**src/rtl/hash_tx_pkg.sv**
```systemverilog
`default_nettype none
// +--------------------------------------------------------------------------+
// | hash_tx_pkg : shared types and constants for the hash serial transmitter |
// | Optional parity bit controlled by macro HASH_TX_PARITY_EN.               |
// | Revision: 1.0                                                            |
// +--------------------------------------------------------------------------+
package hash_tx_pkg;

   localparam int EVENT_W = 10;

   localparam logic [1:0] TAG_Z1   = 2'b01;
   localparam logic [1:0] TAG_Z2   = 2'b10;
   localparam logic [1:0] TAG_BOTH = 2'b11;

`ifdef HASH_TX_PARITY_EN
   localparam int FRAME_BITS = 13;

   typedef enum logic [2:0] {
      IDLE   = 3'd0,
      START  = 3'd1,
      TAG    = 3'd2,
      HASH   = 3'd3,
      PARITY = 3'd4,
      STOP   = 3'd5
   } tx_state_t;
`else
   localparam int FRAME_BITS = 12;

   typedef enum logic [2:0] {
      IDLE  = 3'd0,
      START = 3'd1,
      TAG   = 3'd2,
      HASH  = 3'd3,
      STOP  = 3'd5
   } tx_state_t;
`endif

endpackage
`default_nettype wire

```
**src/rtl/hash_event_fifo.sv**
```systemverilog
`default_nettype none
// +--------------------------------------------------------------------------+
// | hash_event_fifo : synchronous first-word-fall-through event queue.       |
// | A push into a full queue is accepted only if a pop occurs on that edge.  |
// | Revision: 1.0                                                            |
// +--------------------------------------------------------------------------+
module hash_event_fifo
   import hash_tx_pkg::*;
#(
   parameter int DEPTH = 4
) (
   input  logic               clk,
   input  logic               rst,
   input  logic               push,
   input  logic               pop,
   input  logic [EVENT_W-1:0] data_in,
   output logic               full,
   output logic               empty,
   output logic [EVENT_W-1:0] data
);

   localparam int AW = $clog2(DEPTH);

   logic [EVENT_W-1:0] mem [DEPTH];
   logic [AW-1:0]      wr_ptr;
   logic [AW-1:0]      rd_ptr;
   logic [AW:0]        count;
   logic               do_push;
   logic               do_pop;

   assign do_pop  = pop && !empty;
   assign do_push = push && (!full || do_pop);
   assign full    = (count == (AW+1)'(DEPTH));
   assign empty   = (count == '0);
   assign data    = mem[rd_ptr];

   always_ff @(posedge clk) begin
      if (do_push) begin
         mem[wr_ptr] <= data_in;
      end
   end

   always_ff @(posedge clk) begin
      if (rst) begin
         wr_ptr <= '0;
         rd_ptr <= '0;
         count  <= '0;
      end else begin
         if (do_push) begin
            wr_ptr <= wr_ptr + 1'b1;
         end
         if (do_pop) begin
            rd_ptr <= rd_ptr + 1'b1;
         end
         case ({do_push, do_pop})
            2'b10:   count <= count + 1'b1;
            2'b01:   count <= count - 1'b1;
            default: count <= count;
         endcase
      end
   end

endmodule
`default_nettype wire

```
**src/rtl/hash_serial_tx.sv**
```systemverilog
`default_nettype none
// +--------------------------------------------------------------------------+
// | hash_serial_tx : queues match events and sends them as framed serial    |
// | data (start, tag, hash, [parity if HASH_TX_PARITY_EN], stop).            |
// | Revision: 1.0                                                            |
// +--------------------------------------------------------------------------+
module hash_serial_tx
   import hash_tx_pkg::*;
#(
   parameter int BAUD_DIV = 4,
   parameter int DEPTH    = 4
) (
   input  logic       clk,
   input  logic       rst,
   input  logic [7:0] hash_in,
   input  logic       match1,
   input  logic       match2,
   output logic       tx_line,
   output logic       busy,
   output logic [7:0] frame_count,
   output logic       overflow
);

   localparam logic [7:0] BAUD_LAST = 8'(BAUD_DIV - 1);

   tx_state_t          state;
   tx_state_t          state_next;
   logic               push;
   logic               pop;
   logic               load;
   logic               full;
   logic               empty;
   logic [EVENT_W-1:0] fifo_data;
   logic [7:0]         baud_cnt;
   logic [2:0]         bit_idx;
   logic [9:0]         shreg;
   logic               bit_end;
   logic               frame_done;
`ifdef HASH_TX_PARITY_EN
   logic               parity;
`endif

   assign push       = match1 | match2;
   assign bit_end    = (baud_cnt == BAUD_LAST);
   assign frame_done = (state == STOP) && bit_end;
   assign busy       = (state != IDLE);

   hash_event_fifo #(
      .DEPTH (DEPTH)
   ) u_fifo (
      .clk     (clk),
      .rst     (rst),
      .push    (push),
      .pop     (pop),
      .data_in ({match2, match1, hash_in}),
      .full    (full),
      .empty   (empty),
      .data    (fifo_data)
   );

   always_ff @(posedge clk) begin
      if (rst) begin
         state <= IDLE;
      end else begin
         state <= state_next;
      end
   end

   always_comb begin
      state_next = state;
      pop        = 1'b0;
      load       = 1'b0;
      unique case (state)
         IDLE: begin
            if (!empty) begin
               pop        = 1'b1;
               load       = 1'b1;
               state_next = START;
            end
         end
         START: if (bit_end) state_next = TAG;
         TAG:   if (bit_end && bit_idx == 3'd1) state_next = HASH;
         HASH: begin
            if (bit_end && bit_idx == 3'd7) begin
`ifdef HASH_TX_PARITY_EN
               state_next = PARITY;
`else
               state_next = STOP;
`endif
            end
         end
`ifdef HASH_TX_PARITY_EN
         PARITY: if (bit_end) state_next = STOP;
`endif
         STOP: begin
            if (bit_end) begin
               // Chain straight into the next queued frame without an idle bit.
               if (!empty) begin
                  pop        = 1'b1;
                  load       = 1'b1;
                  state_next = START;
               end else begin
                  state_next = IDLE;
               end
            end
         end
         default: state_next = IDLE;
      endcase
   end

   always_comb begin
      tx_line = 1'b1;
      case (state)
         START:      tx_line = 1'b0;
         TAG, HASH:  tx_line = shreg[0];
`ifdef HASH_TX_PARITY_EN
         PARITY:     tx_line = parity;
`endif
         default:    tx_line = 1'b1;
      endcase
   end

   always_ff @(posedge clk) begin
      if (rst) begin
         baud_cnt    <= '0;
         bit_idx     <= '0;
         shreg       <= '0;
         frame_count <= '0;
         overflow    <= 1'b0;
`ifdef HASH_TX_PARITY_EN
         parity      <= 1'b0;
`endif
      end else begin
         if (load) begin
            baud_cnt <= '0;
            bit_idx  <= '0;
            // Tag occupies the low bits so it shifts out ahead of the hash.
            shreg    <= {fifo_data[7:0], fifo_data[9:8]};
`ifdef HASH_TX_PARITY_EN
            parity   <= ^fifo_data;
`endif
         end else if (state != IDLE) begin
            if (bit_end) begin
               baud_cnt <= '0;
               bit_idx  <= (state_next == state) ? bit_idx + 3'd1 : 3'd0;
               if (state == TAG || state == HASH) begin
                  shreg <= {1'b0, shreg[9:1]};
               end
            end else begin
               baud_cnt <= baud_cnt + 8'd1;
            end
         end
         if (frame_done) begin
            frame_count <= frame_count + 8'd1;
         end
         if (push && full && !pop) begin
            overflow <= 1'b1;
         end
      end
   end

endmodule
`default_nettype wire

```
**config.mk**
```make
export PLATFORM = sky130hd
export DESIGN_NAME = hash_serial_tx
export DESIGN_NICKNAME = d
export VERILOG_FILES = /design/src/rtl/hash_tx_pkg.sv /design/src/rtl/hash_event_fifo.sv /design/src/rtl/hash_serial_tx.sv
export SDC_FILE = /design/constraint.sdc
export NUM_CORES = 1
export LEC_CHECK = 0
export ABC_AREA = 1
export CAP_MARGIN = 30
export CORE_ASPECT_RATIO = 1.25
export CORE_MARGIN = 2
export CORE_UTILIZATION = 45
export CTS_BUF_LIST = sky130_fd_sc_hd__clkbuf_4
export CTS_CLUSTER_SIZE = 16
export DETAILED_ROUTE_END_ITERATION = 16
export SKIP_CTS_REPAIR_TIMING = 1
export SLEW_MARGIN = 25
export SYNTH_ARGS = -nofsm -noshare
export SYNTH_HDL_FRONTEND = slang
export SYNTH_SLANG_ARGS = --single-unit
```
**constraint.sdc**
```tcl
create_clock -name clk -period 4.25 [get_ports clk]
set_input_delay 0.425 -clock clk [delete_from_list [all_inputs] [get_ports clk]]
set_output_delay 0.425 -clock clk [all_outputs]
set_load 0.01 [all_outputs]
```
---- Word-level counts from Yosys, hierarchy flattened ----
Memories as Yosys holds them, arrays and structs flattened. A register that Yosys moved wholly into a read port is not among the register bits.
Cells that the tools add are included.
word-level totals
  flip-flop bits (word level) ............. 40
  bits in writable memories ............... 40
  input port bits ......................... 12
  output and inout bits ................... 11
  word-level logic and storage cells ...... 74
  memories kept ........................... 1
cells by class
  add/sub/neg operators ................... 7
  equal/unequal tests ..................... 11
  mux-type cells .......................... 22
  bitwise operators ....................... 1
  reduce and logical (&&, ||, !) cells .... 23
memory list
  name        depth  width  rd ports  clocked after Yosys merged registers in  wr ports  line                   RTL
  u_fifo.mem  4      10     1         1                                        1         hash_event_fifo.sv:24  logic [EVENT_W-1:0] mem [DEPTH];
operator list
  kind                                                                number
  10-bit two-way mux                                                  4
  3-bit two-way mux                                                   6
  8-bit by 1-bit adder with 8-bit output, second input constant       2
  3-bit case mux with 5 select lines                                  1
  3-bit == test, second input constant                                3
  8-bit by 2-bit == test with 1-bit output, second input constant     1
  8-bit two-way mux                                                   1
  2-bit nonzero test                                                  4
  1-bit logical AND                                                   7
  3-bit by 1-bit adder with 3-bit output, second input constant       2
  3-bit by 1-bit == test with 1-bit output, second input constant     2
  3-bit by 2-bit == test with 1-bit output, second input constant     2
  3-bit logical NOT                                                   2
  3-bit case mux with 2 select lines                                  1
  1-bit two-way mux                                                   5
  2-bit by 1-bit adder with 2-bit output, second input constant       2
  2-bit two-way mux                                                   2
  1-bit case mux with 2 select lines                                  2
  2-bit OR reduction                                                  2
  3-bit == test                                                       1
  1-bit logical NOT                                                   3
  3-bit AND reduction                                                 1
  3-bit nonzero test                                                  1
  3-bit by 1-bit subtractor with 3-bit output, second input constant  1
  other kinds (5)                                                     6

---- Longest topological paths before layout ----
  depth in word-level cells ............... 9
  depth in mapped cells ................... 14
  mapped depth without buffers ............ 14

---- By module ----
Synthesis repeated with hierarchy kept, for this count alone.
unflattened totals
  cell total of the unflattened synthesis .. 396
  area total of the unflattened synthesis .. 3672.3 um2
modules (own cells, without submodules)
  module           instances  cells an instance  area each (um2)  seq. area each (um2)
  hash_event_fifo  1          161                1959.4           1381.3
  hash_serial_tx   1          235                1712.9           660.6

---- Worst setup path after synthesis ----
Ideal clock, no wire load.
  kind .................................... reg2reg
  from .................................... register state[2]
  to ...................................... register u_fifo.count[2]
  library setup time ...................... 0.070 ns
  data arrival time ....................... 2.113 ns
  required time ........................... 4.180 ns
  path slack .............................. 2.067 ns
  cell stages (with the launch flop) ...... 15
  path buffers ............................ 0
  period minus slack after synthesis ...... 2.183 ns
  cells stage by stage .................... dfxtp_1 inv_2 nand2_1 nor2_1 nand2_2 inv_1 a21oi_4 nand3_2 nand2_1 ha_1 fa_1 a21oi_1 o21a_1 o21ai_0 a21oi_1
between the ends
  cells in the longest elaborated chain, start to end .. 7
  elaborated cells on any way between the ends .. 10
  those cells by class .................... eq/ne (3); mux (2); reduce/logical (5)
ends and longest elaborated chain
  element                                                                    line                   RTL
  start: declaration                                                         hash_serial_tx.sv:26   tx_state_t state;
  start signal: assignment                                                   hash_serial_tx.sv:65   state <= state_next;
  3-bit == test or 3-bit logical NOT (tied branches)                         hash_serial_tx.sv:73   unique case (state)
  1-bit case mux with 2 select lines (*)                                     hash_serial_tx.sv:73
  1-bit logical AND (*)                                                      hash_event_fifo.sv:31  assign do_pop = pop && !empty;
  1-bit logical OR                                                           hash_event_fifo.sv:32  assign do_push = push && (!full || do_pop);
  1-bit logical AND                                                          hash_event_fifo.sv:32
  2-bit by 1-bit == test with 1-bit output or 2-bit == test (tied branches)  hash_event_fifo.sv:55  case ({do_push, do_pop})
  3-bit case mux with 2 select lines or 2-bit nonzero test (tied branches)   -
  end signal: assignment                                                     hash_event_fifo.sv:56  2'b10: count <= count + 1'b1;
  end signal: assignment                                                     hash_event_fifo.sv:57  2'b01: count <= count - 1'b1;
  end signal: assignment                                                     hash_event_fifo.sv:58  default: count <= count;
  end: declaration                                                           hash_event_fifo.sv:27  logic [AW:0] count;
Mark *: on every way between the ends. The rest lies on a longest branch, timed or not.
A chain may end at the register's enable or synchronous reset.

---- Worst setup path after layout ----
  from .................................... register baud_cnt[0]
  to ...................................... register u_fifo.count[2]
between the ends
  cells in the longest elaborated chain, start to end .. 8
  elaborated cells on any way between the ends .. 10
  those cells by class .................... eq/ne (3); mux (3); reduce/logical (4)
ends and longest elaborated chain
  element                                                                    line                   RTL
  start: declaration                                                         hash_serial_tx.sv:34   logic [7:0] baud_cnt;
  start signal: assignment                                                   hash_serial_tx.sv:150  baud_cnt <= baud_cnt + 8'd1;
  8-bit by 2-bit == test with 1-bit output (*)                               hash_serial_tx.sv:44   assign bit_end = (baud_cnt == BAUD_LAST);
  1-bit two-way mux (*)                                                      hash_serial_tx.sv:96   if (bit_end) begin
  1-bit case mux with 2 select lines (*)                                     hash_serial_tx.sv:73
  1-bit logical AND (*)                                                      hash_event_fifo.sv:31
  1-bit logical OR                                                           hash_event_fifo.sv:32
  1-bit logical AND                                                          hash_event_fifo.sv:32
  2-bit by 1-bit == test with 1-bit output or 2-bit == test (tied branches)  hash_event_fifo.sv:55
  3-bit case mux with 2 select lines or 2-bit nonzero test (tied branches)   -
Marks and branches as above.

==> flow_results.org <==
** Finish
- In the layout the commonest cells are sky130_fd_sc_hd__nor2_1, sky130_fd_sc_hd__nand2_1, sky130_fd_sc_hd__dfxtp_1.
- The area growth from synthesis to layout is 11.5%.
- Most common library cell in the layout ignoring fill and taps :: sky130_fd_sc_hd__nor2_1
- Util after Layout :: 0.517
- ANT cells :: 0
- Summing all flip-flop and latch instances after layout gives 2040 µm².
- Nets :: 436
- Area of the multi-input gates :: 1370 µm²
- Of the cells placed in the final design, the portion with a size suffix greater than 1 is 0.0957.
- Number of fill cells :: 735

** Route
- The detail route stage leaves a number of antenna-violating nets equal to 0.
- Wire length per cell after detailed routing :: 12.8 µm
- First-iteration detailed-routing DRC count :: ~150
- Detailed routing inserted a total of 2,618 vias.
- Final routed DRC violation total :: 0
- Per-cell via count in the routed design :: 5.10
- Final WL :: ~6.6 mm
- Total iterations of the first detailed-routing run :: 4

** Worst setup path
- The critical path is of the flop to flop type.
- The endpoint identified for the worst register-to-register timing path is u_fifo.count[2]$_SDFFE_PP0P_.
- The critical path contains buffers and inverters numbering 0 combined.
- The worst setup path is captured at a flop.
- Cell with the largest stage delay on the worst path :: sky130_fd_sc_hd__dfxtp_1
- For the worst setup path, the data arrival time is 2910 ps.
- Critical path's largest stage delay :: 380 ps
- Critical path origin :: baud_cnt[0]$_SDFFE_PP0N_
- The critical path crosses 12 cells after its start point.
- For the worst flop-to-flop path, the logic depth is 12.
- Endpoint of the most critical setup path :: u_fifo.count[2]$_SDFFE_PP0P_
- Of all nets on the critical path, the largest fanout is 12.
- R2R Setup Slk :: 1710 ps
- Worst reg2reg path startpoint :: baud_cnt[0]$_SDFFE_PP0N_
- For the worst setup path, the data required time is 4630 ps.
- STA classifies the critical path startpoint as a flop.
- Broken down by cell family, the worst path's largest delay share belongs to adder cells.
- The signal on the critical path passes through ha_1, nand2_1, nor2_4, a21oi_4, nand3_2, nand2_1, ha_1, fa_1, a21oi_1, o21a_1, o21ai_0, a21oi_1.

** GRT
- For this run the aggregate overflow at the end of global routing stands at 0.
- Entering global routing, the biggest net connects 22 pins.
- The first global-routing pass estimated 11.6 mm of wire.
- The via count of the first global-routing pass is 2,516.
- In the global route stage, overall resource usage came out at 0.164.
- The initial antenna violation count came to 0.

** STA
- Unrepaired setup endpoints after global routing :: false
- Setup violations, final :: 0
- Timing-limited maximum frequency :: just under 400 MHz
- Measured against its own limit, the worst slew margin works out to 0.396.
- Clock skew on the completed layout was measured at 12.2 ps.
- Count of final max-slew check failures :: 0
- Setup TNS :: 0 ps
- Final hold violation count :: 0
- In the finished design, the share of the clock period the worst path needs comes to 0.597.
- For the pin with the worst max-slew slack, the measured transition is 902 ps.
- For the finished layout, the period the worst path requires is between 2000 and 3000 ps.

** Clock tree
- The H-tree generated during clock tree synthesis spans 3 levels.
- Buffer cell driving the clock tree root :: sky130_fd_sc_hd__clkbuf_4
- Buffers inserted during clock tree synthesis total 9.
- TritonCTS clock tree :: built
- Counting along the longest clock path gives a buffer depth of 2.
- Clock-pin slew of the registers on the worst-case setup and hold paths :: 130 ps
- The tree built by TritonCTS fans out to 82 sinks.
- At the later pin of the worst-skew pair, clock insertion delay measures about 430 ps.

** Power and ir drop
- Across the VDD grid, the largest voltage drop is 0.244 mV.
- Net switching fraction of the power :: 0.371
- Of the total power, combinational logic draws 0.306.
- Int Power :: 1340 µW
- Summed over all nets, the switching power comes to 790 µW.
- Clock power frac :: 0.185
- For this design the static power due to leakage is 0.00148 µW.
- In this run the power density over the cells is about 530 nW/µm².
- The share of total power dissipated in sequential elements is 0.509.

** Logic synthesis
- Sorting the synthesized cells by area gives the leading types as sky130_fd_sc_hd__edfxtp_1, sky130_fd_sc_hd__dfxtp_1, sky130_fd_sc_hd__nor2_1, sky130_fd_sc_hd__nand2_1, sky130_fd_sc_hd__o21ai_0.
- Synthesized instance count :: slightly below 400
- In this run the cell area of the synthesized design comes to 3610 µm².
- Warnings, synthesis :: 0
- Synthesized netlist net count :: slightly above 400
- Synthesized area per cell :: roughly 9.3 µm²
- The number of different library cells used by synthesis comes to 34.
- Fraction of synthesized cell area taken by the top area cell type :: 0.333
- Number of register bits inferred by synthesis :: ~80
- Of the synthesized area, sequential elements account for 0.565.
- The synthesized design spends more area on one cell type than any other, namely sky130_fd_sc_hd__edfxtp_1.

** Die
- Initial cell density of the core :: 0.464
- The floorplan step defined a die boundary enclosing 8760 µm².
- 23 I/O pins were placed.
- The die is about 84 µm wide.
- Standard-cell row count :: 36
- Core area :: 7790 µm²
- Die extent in y :: 104 µm

** Flow run
- Max-cap viol count :: 0

** Min path
- Hold Crit Class :: flop to flop

** Placed design
- At the end of routability-driven placement, the weighted congestion stood at 0.855.
- Port buffering added 22 buffers.
- The wire-length estimate of the detail-placed layout is 4.59 mm.

** Outcome
- Run status :: finished clean
how the worst min path moves through the flow:
stage,slack (ps),start,endpoint,depth (start not counted)
2_1_floorplan,440,shreg[9]$_SDFFE_PP0P_,shreg[9]$_SDFFE_PP0P_,2
3_3_place_gp,440,overflow$_SDFFE_PP0P_,overflow$_SDFFE_PP0P_,2
3_5_place_dp,450,overflow$_SDFFE_PP0P_,overflow$_SDFFE_PP0P_,2
4_1_cts,470,overflow$_SDFFE_PP0P_,overflow$_SDFFE_PP0P_,2
5_1_grt,500,overflow$_SDFFE_PP0P_,overflow$_SDFFE_PP0P_,2
6_report,460,overflow$_SDFFE_PP0P_,overflow$_SDFFE_PP0P_,2
area by class of cell:
| type | count | share of cell area |
|---|---|---|
| Multi-Input combinational cell | 257 | 0.339 |
| Clock buffer | 10 | 0.0186 |
| Clock inverter | 6 | 0.0109 |
| Inverter | 39 | 0.0363 |
| Sequential cell | 82 | 0.507 |
| Timing Repair Buffer | 24 | 0.0584 |
| Tap cell | 95 | 0.0295 |
synth_stat cells:
master and instances:
sky130_fd_sc_hd__nor2_1 64, sky130_fd_sc_hd__nand2_1 61, sky130_fd_sc_hd__dfxtp_1 42, sky130_fd_sc_hd__edfxtp_1 40, sky130_fd_sc_hd__inv_1 36, sky130_fd_sc_hd__o21ai_0 29
sky130_fd_sc_hd__a21oi_1 18, sky130_fd_sc_hd__nand3_1 14, sky130_fd_sc_hd__ha_1 10, sky130_fd_sc_hd__o22ai_1 10, sky130_fd_sc_hd__a31oi_1 8, sky130_fd_sc_hd__clkbuf_1 8
sky130_fd_sc_hd__nor3_1 8, sky130_fd_sc_hd__inv_2 3, sky130_fd_sc_hd__nand2_2 3, sky130_fd_sc_hd__nand3_2 3, sky130_fd_sc_hd__nand4_1 3, sky130_fd_sc_hd__nor2_2 3
sky130_fd_sc_hd__o21bai_1 3, sky130_fd_sc_hd__xnor2_1 3, sky130_fd_sc_hd__buf_6 2, sky130_fd_sc_hd__nand2_4 2, sky130_fd_sc_hd__nor2_4 2, sky130_fd_sc_hd__nor3_2 2
sky130_fd_sc_hd__nor3b_2 2, sky130_fd_sc_hd__o21a_1 2, sky130_fd_sc_hd__a21oi_2 1, sky130_fd_sc_hd__a21oi_4 1, sky130_fd_sc_hd__a22oi_1 1, sky130_fd_sc_hd__buf_1 1
sky130_fd_sc_hd__fa_1 1, sky130_fd_sc_hd__nand3b_1 1, sky130_fd_sc_hd__or2_2 1, sky130_fd_sc_hd__xor2_1 1
routing by layer:
metal	global-route usage	wire length (µm)	vias up
li1	-	-	1360
met4	0.0772	173	0
met2	0.270	3240	38
met3	0.0373	192	16
met1	0.202	2950	1204
met5	0	0	-
logic make-up after synthesis:
logic type,Yosys count,share of synthesized area
buffers and inverters,50,0.0561
flip-flops,82,0.565
AO/OA/AOI/OAI,73,0.116
AND/OR/NAND/NOR,169,0.213
XOR/XNOR,4,0.00970
adder cells (fa/ha/maj),11,0.0402
power by group through the flow:
stage                     Sequential [µW]  Combinational, µW  Clock [µW]
final                                1080                651         394
after global routing                 1100                752         444
after CTS                            1080                651         408
after detailed placement             1100                647           0
after global placement               1100                641           0
after floorplan                      1060                522           0
worst min-delay path, stage by stage, from the launching register on:
cell	delay, ps
sky130_fd_sc_hd__dfxtp_1	330
sky130_fd_sc_hd__inv_1	50
sky130_fd_sc_hd__a21oi_1	50
registers in the layout, indices dropped and copies added (netlist names), named ones only:
name           count
u_fifo.mem        40
shreg             10
baud_cnt           8
frame_count        8
bit_idx            3
state              3
u_fifo.count       3
u_fifo.rd_ptr      2
u_fifo.wr_ptr      2
overflow           1
metrics by stage:
stage / area [µm²] / power [µW] / setup WS, ps / instances / hold WS (ps)
floorplan: 3610 / 1580 / 2070 / 389 / 439
global placement: 3890 / 1740 / 1790 / 495 / 444
global route: 4030 / 2300 / 1380 / 513 / 497
finish: 4030 / 2130 / 1710 / 513 / 463
CTS: 4010 / 2140 / 1720 / 511 / 467
detailed placement: 3890 / 1750 / 1720 / 495 / 447
(Power assumes the default switching activity.)
